===== config.mk =====
export PLATFORM = sky130hd
export DESIGN_NAME = triangle_scheduler
export DESIGN_NICKNAME = d
export VERILOG_FILES = /design/src/rtl/tri_sched_pkg.sv /design/src/rtl/tri_degenerate.sv /design/src/rtl/triangle_scheduler.sv
export SDC_FILE = /design/constraint.sdc
export NUM_CORES = 1
export LEC_CHECK = 0
export CAP_MARGIN = 30
export CORE_MARGIN = 2
export CORE_UTILIZATION = 25
export CTS_CLUSTER_DIAMETER = 30
export DETAILED_ROUTE_END_ITERATION = 7
export PLACE_DENSITY_LB_ADDON = 0.05
export SETUP_SLACK_MARGIN = 0.1
export SLEW_MARGIN = 20
export SYNTH_ARGS = -nofsm -noshare
export SYNTH_HDL_FRONTEND = slang
export SYNTH_HIERARCHICAL = 1
export SYNTH_SLANG_ARGS = --single-unit
export TNS_END_PERCENT = 10

===== constraint.sdc =====
create_clock -name clk_in -period 2.9 [get_ports clk_in]
set_input_delay 0.58 -clock clk_in [delete_from_list [all_inputs] [get_ports clk_in]]
set_output_delay 0.58 -clock clk_in [all_outputs]
set_load 0.1 [all_outputs]

===== src/rtl/tri_sched_pkg.sv =====
// Shared types and triangle RAM word layout for the raster-pass scheduler.
// Word = {color, vertex_a, vertex_b, vertex_c}, vertex = {x[9:0], y[9:0]}.
package tri_sched_pkg;

  localparam int COLOR_W = 24;
  localparam int VTX_W   = 20;
  localparam int TRI_W   = 3*VTX_W + COLOR_W;

  localparam int VC_LSB    = 0;
  localparam int VC_MSB    = VC_LSB + VTX_W - 1;
  localparam int VB_LSB    = VC_MSB + 1;
  localparam int VB_MSB    = VB_LSB + VTX_W - 1;
  localparam int VA_LSB    = VB_MSB + 1;
  localparam int VA_MSB    = VA_LSB + VTX_W - 1;
  localparam int COLOR_LSB = VA_MSB + 1;
  localparam int COLOR_MSB = COLOR_LSB + COLOR_W - 1;

  localparam int Y_LSB = 0;
  localparam int Y_MSB = 9;
  localparam int X_LSB = 10;
  localparam int X_MSB = 19;

  typedef enum logic [2:0] {
    S_IDLE,
    S_FETCH,
    S_ISSUE,
    S_RASTER,
    S_DONE
  } state_e;

endpackage


===== src/rtl/tri_degenerate.sv =====
// Flags a triangle whose vertices are not pairwise distinct.
// Such triangles cover no area and are skipped by the scheduler.
module tri_degenerate
  import tri_sched_pkg::*;
(
  input  logic [VTX_W-1:0] va_i,
  input  logic [VTX_W-1:0] vb_i,
  input  logic [VTX_W-1:0] vc_i,
  output logic             degen_o
);

  assign degen_o = (va_i == vb_i) ||
                   (vb_i == vc_i) ||
                   (va_i == vc_i);

endmodule


===== src/rtl/triangle_scheduler.sv =====
// Per-frame raster sequencer: fetches triangles, issues them to the
// rasteriser one at a time and forwards coloured pixels downstream.
module triangle_scheduler
  import tri_sched_pkg::*;
#(
  parameter int TRIANGLES  = 72,
  parameter int ADDR_W     = $clog2(TRIANGLES),
  parameter int RD_LATENCY = 2
) (
  input  logic               clk_in,
  input  logic               rst_in,
  input  logic               start_in,
  input  logic [ADDR_W:0]    tri_count_in,
  output logic [ADDR_W-1:0]  rd_addr_out,
  input  logic [TRI_W-1:0]   rd_data_in,
  output logic               rast_valid_out,
  output logic [VTX_W-1:0]   rast_vertex_a_out,
  output logic [VTX_W-1:0]   rast_vertex_b_out,
  output logic [VTX_W-1:0]   rast_vertex_c_out,
  input  logic               rast_pixel_valid_in,
  input  logic [VTX_W-1:0]   rast_pixel_in,
  input  logic               rast_last_in,
  output logic               pixel_valid_out,
  output logic [VTX_W-1:0]   pixel_out,
  output logic [COLOR_W-1:0] color_out,
  output logic               busy_out,
  output logic               frame_done_out
);

  localparam int WAIT_W = $clog2(RD_LATENCY + 1);
  localparam logic [ADDR_W:0] MAX_CNT = (ADDR_W+1)'(TRIANGLES);

  state_e              state_q, state_d;
  logic [ADDR_W-1:0]   addr_q, addr_d;
  logic [ADDR_W:0]     cnt_q, cnt_d;
  logic [WAIT_W-1:0]   wait_q, wait_d;
  logic [COLOR_W-1:0]  col_q, col_d;
  logic [VTX_W-1:0]    va_q, va_d;
  logic [VTX_W-1:0]    vb_q, vb_d;
  logic [VTX_W-1:0]    vc_q, vc_d;
  logic [VTX_W-1:0]    oa_q, oa_d;
  logic [VTX_W-1:0]    ob_q, ob_d;
  logic [VTX_W-1:0]    oc_q, oc_d;
  logic                rv_q, rv_d;
  logic                pv_q, pv_d;
  logic [VTX_W-1:0]    pix_q, pix_d;
  logic [COLOR_W-1:0]  pcol_q, pcol_d;
  logic                busy_q, busy_d;
  logic                done_q, done_d;

  logic                degen;
  logic                advance;
  logic                last_idx;
  logic [ADDR_W:0]     clamp_cnt;

  tri_degenerate u_degen (
    .va_i    (va_q),
    .vb_i    (vb_q),
    .vc_i    (vc_q),
    .degen_o (degen)
  );

  assign clamp_cnt = (tri_count_in > MAX_CNT) ? MAX_CNT : tri_count_in;
  assign last_idx  = ({1'b0, addr_q} == (cnt_q - 1'b1));

  always_comb begin
    state_d = state_q;
    addr_d  = addr_q;
    cnt_d   = cnt_q;
    wait_d  = wait_q;
    col_d   = col_q;
    va_d    = va_q;
    vb_d    = vb_q;
    vc_d    = vc_q;
    oa_d    = oa_q;
    ob_d    = ob_q;
    oc_d    = oc_q;
    rv_d    = 1'b0;
    pv_d    = 1'b0;
    pix_d   = pix_q;
    pcol_d  = pcol_q;
    busy_d  = busy_q;
    done_d  = 1'b0;
    advance = 1'b0;

    unique case (state_q)
      S_IDLE: begin
        if (start_in) begin
          cnt_d   = clamp_cnt;
          addr_d  = '0;
          busy_d  = 1'b1;
          wait_d  = WAIT_W'(RD_LATENCY);
          state_d = (clamp_cnt == '0) ? S_DONE : S_FETCH;
        end
      end
      S_FETCH: begin
        if (wait_q <= WAIT_W'(1)) begin
          col_d   = rd_data_in[COLOR_MSB:COLOR_LSB];
          va_d    = rd_data_in[VA_MSB:VA_LSB];
          vb_d    = rd_data_in[VB_MSB:VB_LSB];
          vc_d    = rd_data_in[VC_MSB:VC_LSB];
          state_d = S_ISSUE;
        end else begin
          wait_d  = wait_q - 1'b1;
        end
      end
      S_ISSUE: begin
        oa_d = va_q;
        ob_d = vb_q;
        oc_d = vc_q;
        if (degen) begin
          advance = 1'b1;
        end else begin
          rv_d    = 1'b1;
          state_d = S_RASTER;
        end
      end
      S_RASTER: begin
        if (rast_pixel_valid_in) begin
          pv_d   = 1'b1;
          pix_d  = rast_pixel_in;
          pcol_d = col_q;
        end
        advance = rast_last_in;
      end
      S_DONE: begin
        done_d  = 1'b1;
        busy_d  = 1'b0;
        state_d = S_IDLE;
      end
      default: state_d = S_IDLE;
    endcase

    // Shared by a finished raster and a skipped degenerate triangle
    if (advance) begin
      if (last_idx) begin
        state_d = S_DONE;
      end else begin
        addr_d  = addr_q + 1'b1;
        wait_d  = WAIT_W'(RD_LATENCY);
        state_d = S_FETCH;
      end
    end
  end

  always_ff @(posedge clk_in or negedge rst_in) begin
    if (!rst_in) begin
      state_q <= S_IDLE;
      addr_q  <= '0;
      cnt_q   <= '0;
      wait_q  <= '0;
      col_q   <= '0;
      va_q    <= '0;
      vb_q    <= '0;
      vc_q    <= '0;
      oa_q    <= '0;
      ob_q    <= '0;
      oc_q    <= '0;
      rv_q    <= 1'b0;
      pv_q    <= 1'b0;
      pix_q   <= '0;
      pcol_q  <= '0;
      busy_q  <= 1'b0;
      done_q  <= 1'b0;
    end else begin
      state_q <= state_d;
      addr_q  <= addr_d;
      cnt_q   <= cnt_d;
      wait_q  <= wait_d;
      col_q   <= col_d;
      va_q    <= va_d;
      vb_q    <= vb_d;
      vc_q    <= vc_d;
      oa_q    <= oa_d;
      ob_q    <= ob_d;
      oc_q    <= oc_d;
      rv_q    <= rv_d;
      pv_q    <= pv_d;
      pix_q   <= pix_d;
      pcol_q  <= pcol_d;
      busy_q  <= busy_d;
      done_q  <= done_d;
    end
  end

  assign rd_addr_out       = addr_q;
  assign rast_valid_out    = rv_q;
  assign rast_vertex_a_out = oa_q;
  assign rast_vertex_b_out = ob_q;
  assign rast_vertex_c_out = oc_q;
  assign pixel_valid_out   = pv_q;
  assign pixel_out         = pix_q;
  assign color_out         = pcol_q;
  assign busy_out          = busy_q;
  assign frame_done_out    = done_q;

endmodule


==> metrics.md <==
| Metric | Value |
|---|---|
| Post-cts resize count | `0` |
| Die width | `193 µm` |
| Clk buf depth | `3` |
| Measured slew at the worst slew-check pin | `0.562 ns` |
| Reg2reg end | `state_q[0]$_DFFE_PN0P_` |
| Layout cells sized above 1 | `36.2%` |
| First-pass GRT wire length | `42700 µm` |
| Synth warnings | `6` |
| Post-synth EDFFs | `0` |
| Mean routed wirelength per cell | `18.1 µm` |
| Largest family of logic cells by synthesized area | `multiplexers` |
| Adder-cell share of the synthesized area | `0.558%` |
| Vias in the first global route | `6963` |
| Yosys cell types | `42` |
| Mux contribution to synthesized area | `18.9%` |
| Worst-path clk slew | `0.04 ns` |
| R2R depth | `8` |
| Grt ovf | `0` |
| Data required, critical path | `3.30 ns` |
| Crit path cell chain | `inv_1, ha_1, o21ba_1, a221oi_1, a41oi_1, a2111o_1, nor3_2, nor3_1` |
| Crit path launch type | `flip-flop` |
| Asr flop ratio synth | `100%` |
| Syn nets | `840` |
| Area of the core | `0.0354 mm²` |
| RSZ-0062 raised after global routing | `false` |
| Max-cap violations | `0` |
| Sink Count | `212` |
| Reg2Reg Launch Point | `cnt_q[1]$_DFFE_PN0P_` |
| I/O Buffers | `231` |
| Post-CTS Setup Bufs | `0` |
| Largest stage delay, worst path | `0.55 ns` |
| Mapped Area | `0.00896 mm²` |
| Post-synthesis compound-gate area fraction | `2.47%` |
| Crit path kind | `reg -> reg` |
| CP Data Arrival Time | `2.80 ns` |
| H-tree depth | `3` |
| Register area share after synthesis | `59.2%` |
| Outcome | `finished, final reports clean` |
| Simple-Gate Fraction of Synth Area | `10.6%` |
| Hold slack | `0.00558 ns` |
| Max-slew headroom | `62.5%` |
| Top-level I/O count | `232` |
| Placed wire-length estimate after detailed placement | `18900 µm` |
| Initial core utilization | `25.3%` |
| Tot GR Track Use | `14.8%` |
| Post-Synth XOR/XNOR Area | `6.64%` |
| Worst Setup EP | `state_q[0]$_DFFE_PN0P_` |
| Worst Hold Class | `in -> async` |
| Final GP Congestion | `0.718` |
| Cells after synthesis | `719` |
| Crit. Startpoint | `cnt_q[1]$_DFFE_PN0P_` |
| CTS tree | `yes` |
| Final Max Tran Viols | `0` |
| Crit. End Element | `flip-flop` |
| Final setup TNS | `0 ns` |
| Syn avg cell area | `12.5 µm²` |
| Max frequency | `0.416 GHz` |
| Hold Vio Cnt, Final | `0` |
| Fin crit share | `82.8%` |
| Final WL | `27400 µm` |
| CTS Hold Bufs | `0` |
| Flop-to-flop setup slack | `0.50 ns` |
| Slowest-stage cell, CP | `a2111o_1` |
| Min cycle time layout | `2.40 ns` |
| Crit Path Max Fanout | `9` |
| Nets | `1126` |
| Drt first-iter violations | `197` |
| Root buffer cell | `clkbuf_16` |
| Num CTS Buffers | `67` |
| Final setup fails | `0` |
| Row cnt | `69` |
| Post-DRT Antenna Nets | `0` |
| Insertion delay to the later sink of the worst-skew pair | `0.55 ns` |
| Post-synth top flop | `dfrtp_1` |
| Die ar. | `0.0374 mm²` |
| Flops & latches, synth | `212` |
| Residual DRC count | `0` |
| Via/cell ratio | `4.24` |
| Pin count of the biggest net entering global routing | `70` |
| Antenna violations before repair | `1` |
| Routed vias | `6429` |
| Area Growth Syn to Fin | `53.7%` |
| DR pass1 iterations | `4` |
| Clk_skew | `0.0197 ns` |
| Die Y | `193 µm` |
==> cell type report <==
type / count / area [µm²]
clock buffer: 101 / 1960
inverter: 7 / 26.3
sequential: 212 / 5310
multi-input combinational: 470 / 3530
clock inverter: 17 / 170
tap: 461 / 577
antenna: 1 / 2.50
fill: 3527 / 21600
timing repair buffer: 247 / 2210
==> flip-flops by register name, indices dropped and copies added, names as in the netlist <==
register,flops
pixel_valid_out,1
cnt_q,8
vc_q,20
rd_addr_out,7
wait_q,2
rast_valid_out,1
frame_done_out,1
col_q,24
state_q,3
busy_out,1
color_out,24
rast_vertex_a_out,20
rast_vertex_c_out,20
pixel_out,20
rast_vertex_b_out,20
vb_q,20
va_q,20
==> stage by stage <==
| stage | instances | utilization (%) | setup WS, ns | area, µm² |
|---|---|---|---|---|
| after floorplan | 719 | - | 0.358 | 8960 |
| after global placement | 1397 | 32.9 | 0.542 | 11600 |
| after detailed placement | 1397 | 32.9 | 0.527 | 11600 |
| after CTS | 1515 | 38.9 | 0.473 | 13800 |
| after global routing | 1515 | 38.9 | 0.344 | 13800 |
| final | 1516 | 38.9 | 0.498 | 13800 |
==> cells in the final DEF, fill, tap and decap left out, types with 2 or more instances in the layout <==
cell / netlist / layout
buf_4: 0 / 126
clkbuf_8: 0 / 13
clkinv_2: 0 / 7
bufinv_16: 0 / 2
nand4_1: 10 / 10
ha_1: 4 / 4
clkbuf_1: 16 / 20
a21oi_1: 6 / 6
clkinvlp_4: 0 / 2
buf_12: 0 / 5
mux2i_1: 7 / 7
mux2_2: 144 / 144
inv_1: 6 / 6
a22o_1: 3 / 3
inv_6: 0 / 5
xor2_1: 30 / 30
o21ai_0: 10 / 10
and3_1: 6 / 6
a221oi_1: 3 / 3
nor2_1: 11 / 10
nand3_1: 12 / 11
clkbuf_16: 0 / 68
clkdlybuf4s50_1: 0 / 115
nor4_1: 5 / 5
dfrtp_1: 212 / 212
nor4_2: 3 / 3
xnor2_1: 38 / 38
nand2_1: 147 / 147
nand2b_1: 4 / 4
nor3_1: 9 / 9
==> cells in the mapped netlist (5+ instances only) <==
library cell,number,area (µm²)
inv_1,6,22.5
clkbuf_1,16,60.1
dfrtp_1,212,5310
a21oi_1,6,30.0
buf_2,10,50.1
xor2_1,30,263
nand4_1,10,62.6
nand2_1,147,552
xnor2_1,38,333
nor4_1,5,31.3
and3_1,6,37.5
mux2_2,144,1620
nor3_1,9,45.0
nand3_1,12,60.1
o21ai_0,10,50.1
mux2i_1,7,70.1
nor2_1,11,41.3
==> cells by family (layout without fill, tap and decap cells) <==
group / Yosys count / in the layout
and+or+nand+nor: 214 / 214
DFF: 212 / 212
muxes: 151 / 151
xor gates and xnor gates: 68 / 68
AOI/OAI and AO/OA: 33 / 33
buffers and inverters: 37 / 372
other: 0 / 1
adders and majority gates: 4 / 4
==> critical path: cells and delay by family, from the launching register on <==
family | cells | cell delay [ns]
AO/OA/AOI/OAI | 4 | 1.11
flip-flops | 1 | 0.43
AND/OR/NAND/NOR | 2 | 0.34
adder cells (fa/ha/maj) | 1 | 0.30
buffers and inverters | 1 | 0.07
==> how the worst min path moves through the flow <==
stage	end	slack [ns]	depth (start not counted)
global placement	color_out[3]$_DFFE_PN0P_	0.45	2
global route	pixel_out[3]$_DFFE_PN0P_	0.04	1
detailed placement	color_out[19]$_DFFE_PN0P_	0.45	2
floorplan	busy_out$_DFFE_PN0P_	0.28	0
CTS	pixel_out[3]$_DFFE_PN0P_	0.01	1
finish	pixel_out[3]$_DFFE_PN0P_	0.006	1
==> layer usage <==
layer  GRT usage [%]  part of all wire [%]  vias to the layer above  wire length (µm)
li1                -                     -                     3057                 -
met5               0                     0                        -                 0
met4            5.51                   1.6                        0               436
met2            22.9                    47                      187             12700
met3            5.07                   6.6                       33              1810
met1            19.0                    45                     3152             12400
Power is not shown: default switching activity piles up to over one toggle a cycle in this logic, so the estimate is an artifact.
==> variant 1, RTL diff (config.mk and constraints unchanged) <==
The output `pixel_valid_out` loses its register stage (`pv_q` becomes a continuous assignment).
--- a/src/rtl/triangle_scheduler.sv
+++ b/src/rtl/triangle_scheduler.sv
@@ -158,5 +158,4 @@
       oc_q    <= '0;
       rv_q    <= 1'b0;
-      pv_q    <= 1'b0;
       pix_q   <= '0;
       pcol_q  <= '0;
@@ -176,5 +175,4 @@
       oc_q    <= oc_d;
       rv_q    <= rv_d;
-      pv_q    <= pv_d;
       pix_q   <= pix_d;
       pcol_q  <= pcol_d;
@@ -183,4 +181,6 @@
     end
   end
+
+  assign pv_q = pv_d;
 
   assign rd_addr_out       = addr_q;
Behaviour: not the same (Yosys sat finds a counterexample within 10 cycles, from zero or initial values and one cycle with rst_in low).
==> variant 1 against the unedited design <==
  * Count of clock-buffer cells in the layout is 7 lower
  * Setup slack better by 0.0092 ns
  * Design area is 1.3% lower
  * Wire length is 0.98% lower
  * Sequential cell count is 1 lower
  * Synthesized area is 0.28% lower
  * Non-clock buffer count is 2 lower
Power is left out: the tool's default activity adds up to more than one toggle a clock period on the data nets, which glitch-free logic cannot reach.
==> variant 1: results (changes against the unedited design) <==
outcome finished clean; hold crit path type reg2reg; Synth Area in XOR/XNOR 0.0666 (+0.000186); H-tree levels 2 (-1); Worst Tran Pin Value 0.557 ns (-0.00496 ns); CP max FO 15 (+6); CTS buffer count 61 (-9.0%); Syn Area/Cell 12.4 um2 (-0.14%); Post-CTS Hold Buffers 1 (+1); Nets 1117 (-0.80%); routability-driven placement congestion ratio 0.708 (-1.4%); dpl cell area 0.0116 mm2 (-0.30%); Worst EP arrival 1.81 ns (-0.99 ns); M2 GR Usage 0.234 (+0.00471); GR Layer Usage met1 0.183 (-0.00737); Final Skew 0.0190 ns (-0.000705 ns); Routed WL 27100 um (-0.98%); vias in the first global route 6673 (-4.2%); post-synthesis compound-gate area fraction 0.0248 (+0.0000692); mux contribution to synthesized area 0.189 (+0.000528); vias per cell 4.23 (-0.21%); GRT met3 Usage 0.0547 (+0.00393); Synth Net Count 839 (-0.12%); pin count of the biggest net entering global routing 62 (-11%); initial antenna violation count 4 (+3); Seq/Total Area, Yosys 0.591 (-0.00114); Clock Latency Late Sink 0.59 ns (+0.04 ns); Initial DRC Count 227 (+15%); layout cells sized above 1 0.358 (-0.00474); first-pass GRT wire length 41000 um (-4.0%); GRT Util Overall 0.147 (-0.000766); drt wl/cell 18.0 um (-0.19%); commonest cells in the netlist dfrtp_1 (211), nand2_1 (147), mux2_2 (144); Post-Place Cells 1393 (-0.29%)
## variant 1: cells by family after synthesis
group                      Yosys count
muxes                              151
adders and majority gates            4
and+or+nand+nor                    214
DFF                                211
xor gates and xnor gates            68
AOI/OAI and AO/OA                   33
buffers and inverters               37
## variant 1: metal layers
metal / wire length [um] / vias up / part of all wire
li1: - / 3047 / -
met3: 2010 / 44 / 0.074
met5: 13 / - / 0.00048
met4: 585 / 2 / 0.022
met2: 12900 / 186 / 0.47
met1: 11600 / 3086 / 0.43
## variant 1: layout make-up
class / count / area [um2]
diodes: 3 / 7.51
clock buffers: 94 / 1820
clock inverters: 13 / 141
fillers: 3513 / 21800
inverters: 7 / 26.3
multi-input cells: 470 / 3530
flip-flops and latches: 211 / 5280
well taps: 461 / 577
repair buffers: 245 / 2210
## variant 1: path summary, 6_finish.rpt
kind	endpoint	cells after the start	from	slack, ns
min in group asynchronous	pixel_out[0]	2	rst_in	0.53
setup / recovery	pixel_valid_out	3	state_q[0]	0.51
hold / removal	color_out[23]	2	col_q[23]	0.45
hold reg to reg	color_out[23]	2	col_q[23]	0.45
setup reg to reg	wait_q[1]	8	cnt_q[1]	0.55
max in group asynchronous	rast_vertex_b_out[11]	3	rst_in	1.63
## variant 1: per-stage QoR
step                      utilization  setup slack, ns
final                           0.384            0.507
after global routing            0.384            0.352
after CTS                       0.384            0.427
after detailed placement        0.328            0.544
after global placement          0.328            0.535
after floorplan                     -            0.264
## variant 1: critical path, stage by stage (launching register included)
cell      delay, ns
dfrtp_1        0.69
nand4b_1       0.24
inv_2          0.13
buf_12         0.18
==> variant 2, RTL diff (same settings) <==
Made on the original files. Set the parameter `TRIANGLES` to 144 (it was 72).
--- a/src/rtl/triangle_scheduler.sv
+++ b/src/rtl/triangle_scheduler.sv
@@ -4,5 +4,5 @@
   import tri_sched_pkg::*;
 #(
-  parameter int TRIANGLES  = 72,
+  parameter int TRIANGLES  = 144,
   parameter int ADDR_W     = $clog2(TRIANGLES),
   parameter int RD_LATENCY = 2
Ports: changed (resized rd_addr_out and tri_count_in); port bits go from 232 to 234. No check against the original RTL was run, so the function may have changed too.
==> variant 2 against the unedited design <==
  * Clock skew fell by 0.0057 ns
  * Synthesized area rose by 1.4%
  * Die area increased by 1.3%
  * First-iteration DRC count is the same
  * Design area increased by 1.9%
  * Sequential cell count increased by 2
  * Wire length rose by 2.3%
  * Setup slack got worse by 0.11 ns
Power is not shown: default switching activity piles up to over one toggle a cycle in this logic, so the estimate is an artifact.
==> variant 2: results (changes against the unedited design) <==
Worst EP arrival 3.00 ns (+0.20 ns); met1 WL 12100 um (-2.1%); Syn Area/Cell 12.5 um2 (+0.52%); vias per cell 4.32 (+1.9%); Hold Slack 0.0384 ns (+0.0328 ns); vias in the first global route 6962 (-0.014%); GRT Util Overall 0.150 (+0.00212); M2 GR Usage 0.235 (+0.00520); CP max FO 6 (-3); outcome finished clean; GRT met3 Usage 0.0536 (+0.00289); IO buf count 233 (+0.87%); Crit path largest cell delay 0.42 ns (-0.13 ns); clock root cell clkbuf_16; commonest cells in the netlist dfrtp_1 (214), mux2_2 (144), nand2_1 (143); Post-Place Cells 1410 (+0.93%); delay-heaviest family, CP simple AND/OR/NAND/NOR gates; Routed met3 length 1880 um (+4.0%); metal2 WL 13200 um (+3.7%); Worst R2R Setup Slack 0.38 ns (-0.11 ns); post-synthesis compound-gate area fraction 0.0249 (+0.000221); r2r worst-path depth 10 (+2); top routing layer used met5; Routed WL 28000 um (+2.3%); layout cells sized above 1 0.369 (+0.00624); Synth Area in XOR/XNOR 0.0713 (+0.00490); pin count of the biggest net entering global routing 85 (+21%); routability-driven placement congestion ratio 0.736 (+2.4%); hpwl dp 19000 um (+0.64%); max_slew headroom 0.553 (-0.0721); initial antenna violation count 2 (+1); Area contributors post-synth dfrtp_1 (59%), mux2_2 (18%), nand2_1 (5.9%); Post-CTS Setup Repair Bufs 0 (unchanged); cell area after layout 0.0140 mm2 (+1.9%); Final Skew 0.0140 ns (-0.00567 ns); GR Layer Usage met1 0.188 (-0.00208); Nets 1140 (+1.2%); Clock Latency Late Sink 0.55 ns (about the same); dpl cell area 0.0118 mm2 (+1.6%); ANT cells 0 (-1); Final Non-Filler Cells 1527 (+0.73%); # fillers 3509 (-0.51%); Seq/Total Area, Yosys 0.589 (-0.00240); Synth Net Count 847 (+0.83%); Peak Freq 0.397 GHz (-4.6%); mux contribution to synthesized area 0.183 (-0.00583); first-pass GRT wire length 42900 um (+0.47%)
-- variant 2: worst paths after layout --
path                       startpoint              to
max                           va_q[2]  rd_addr_out[6]
min in group clk_in          col_q[2]    color_out[2]
min                            rst_in    pixel_out[7]
min reg2reg                  col_q[2]    color_out[2]
max in group asynchronous      rst_in      state_q[0]
max reg2reg                   va_q[2]  rd_addr_out[6]
-- variant 2: cell families after synthesis --
family	Yosys count
AOI/OAI and AO/OA	29
xor gates and xnor gates	74
adders and majority gates	4
buffers and inverters	36
DFF	214
muxes	148
and+or+nand+nor	220
-- variant 2: layout make-up --
class | instances | share of cell area
clock buffers | 96 | 0.140
clock inverters | 21 | 0.0165
repair buffers | 252 | 0.161
well taps | 461 | 0.0411
multi-input cells | 475 | 0.257
inverters | 8 | 0.00214
flip-flops and latches | 214 | 0.382
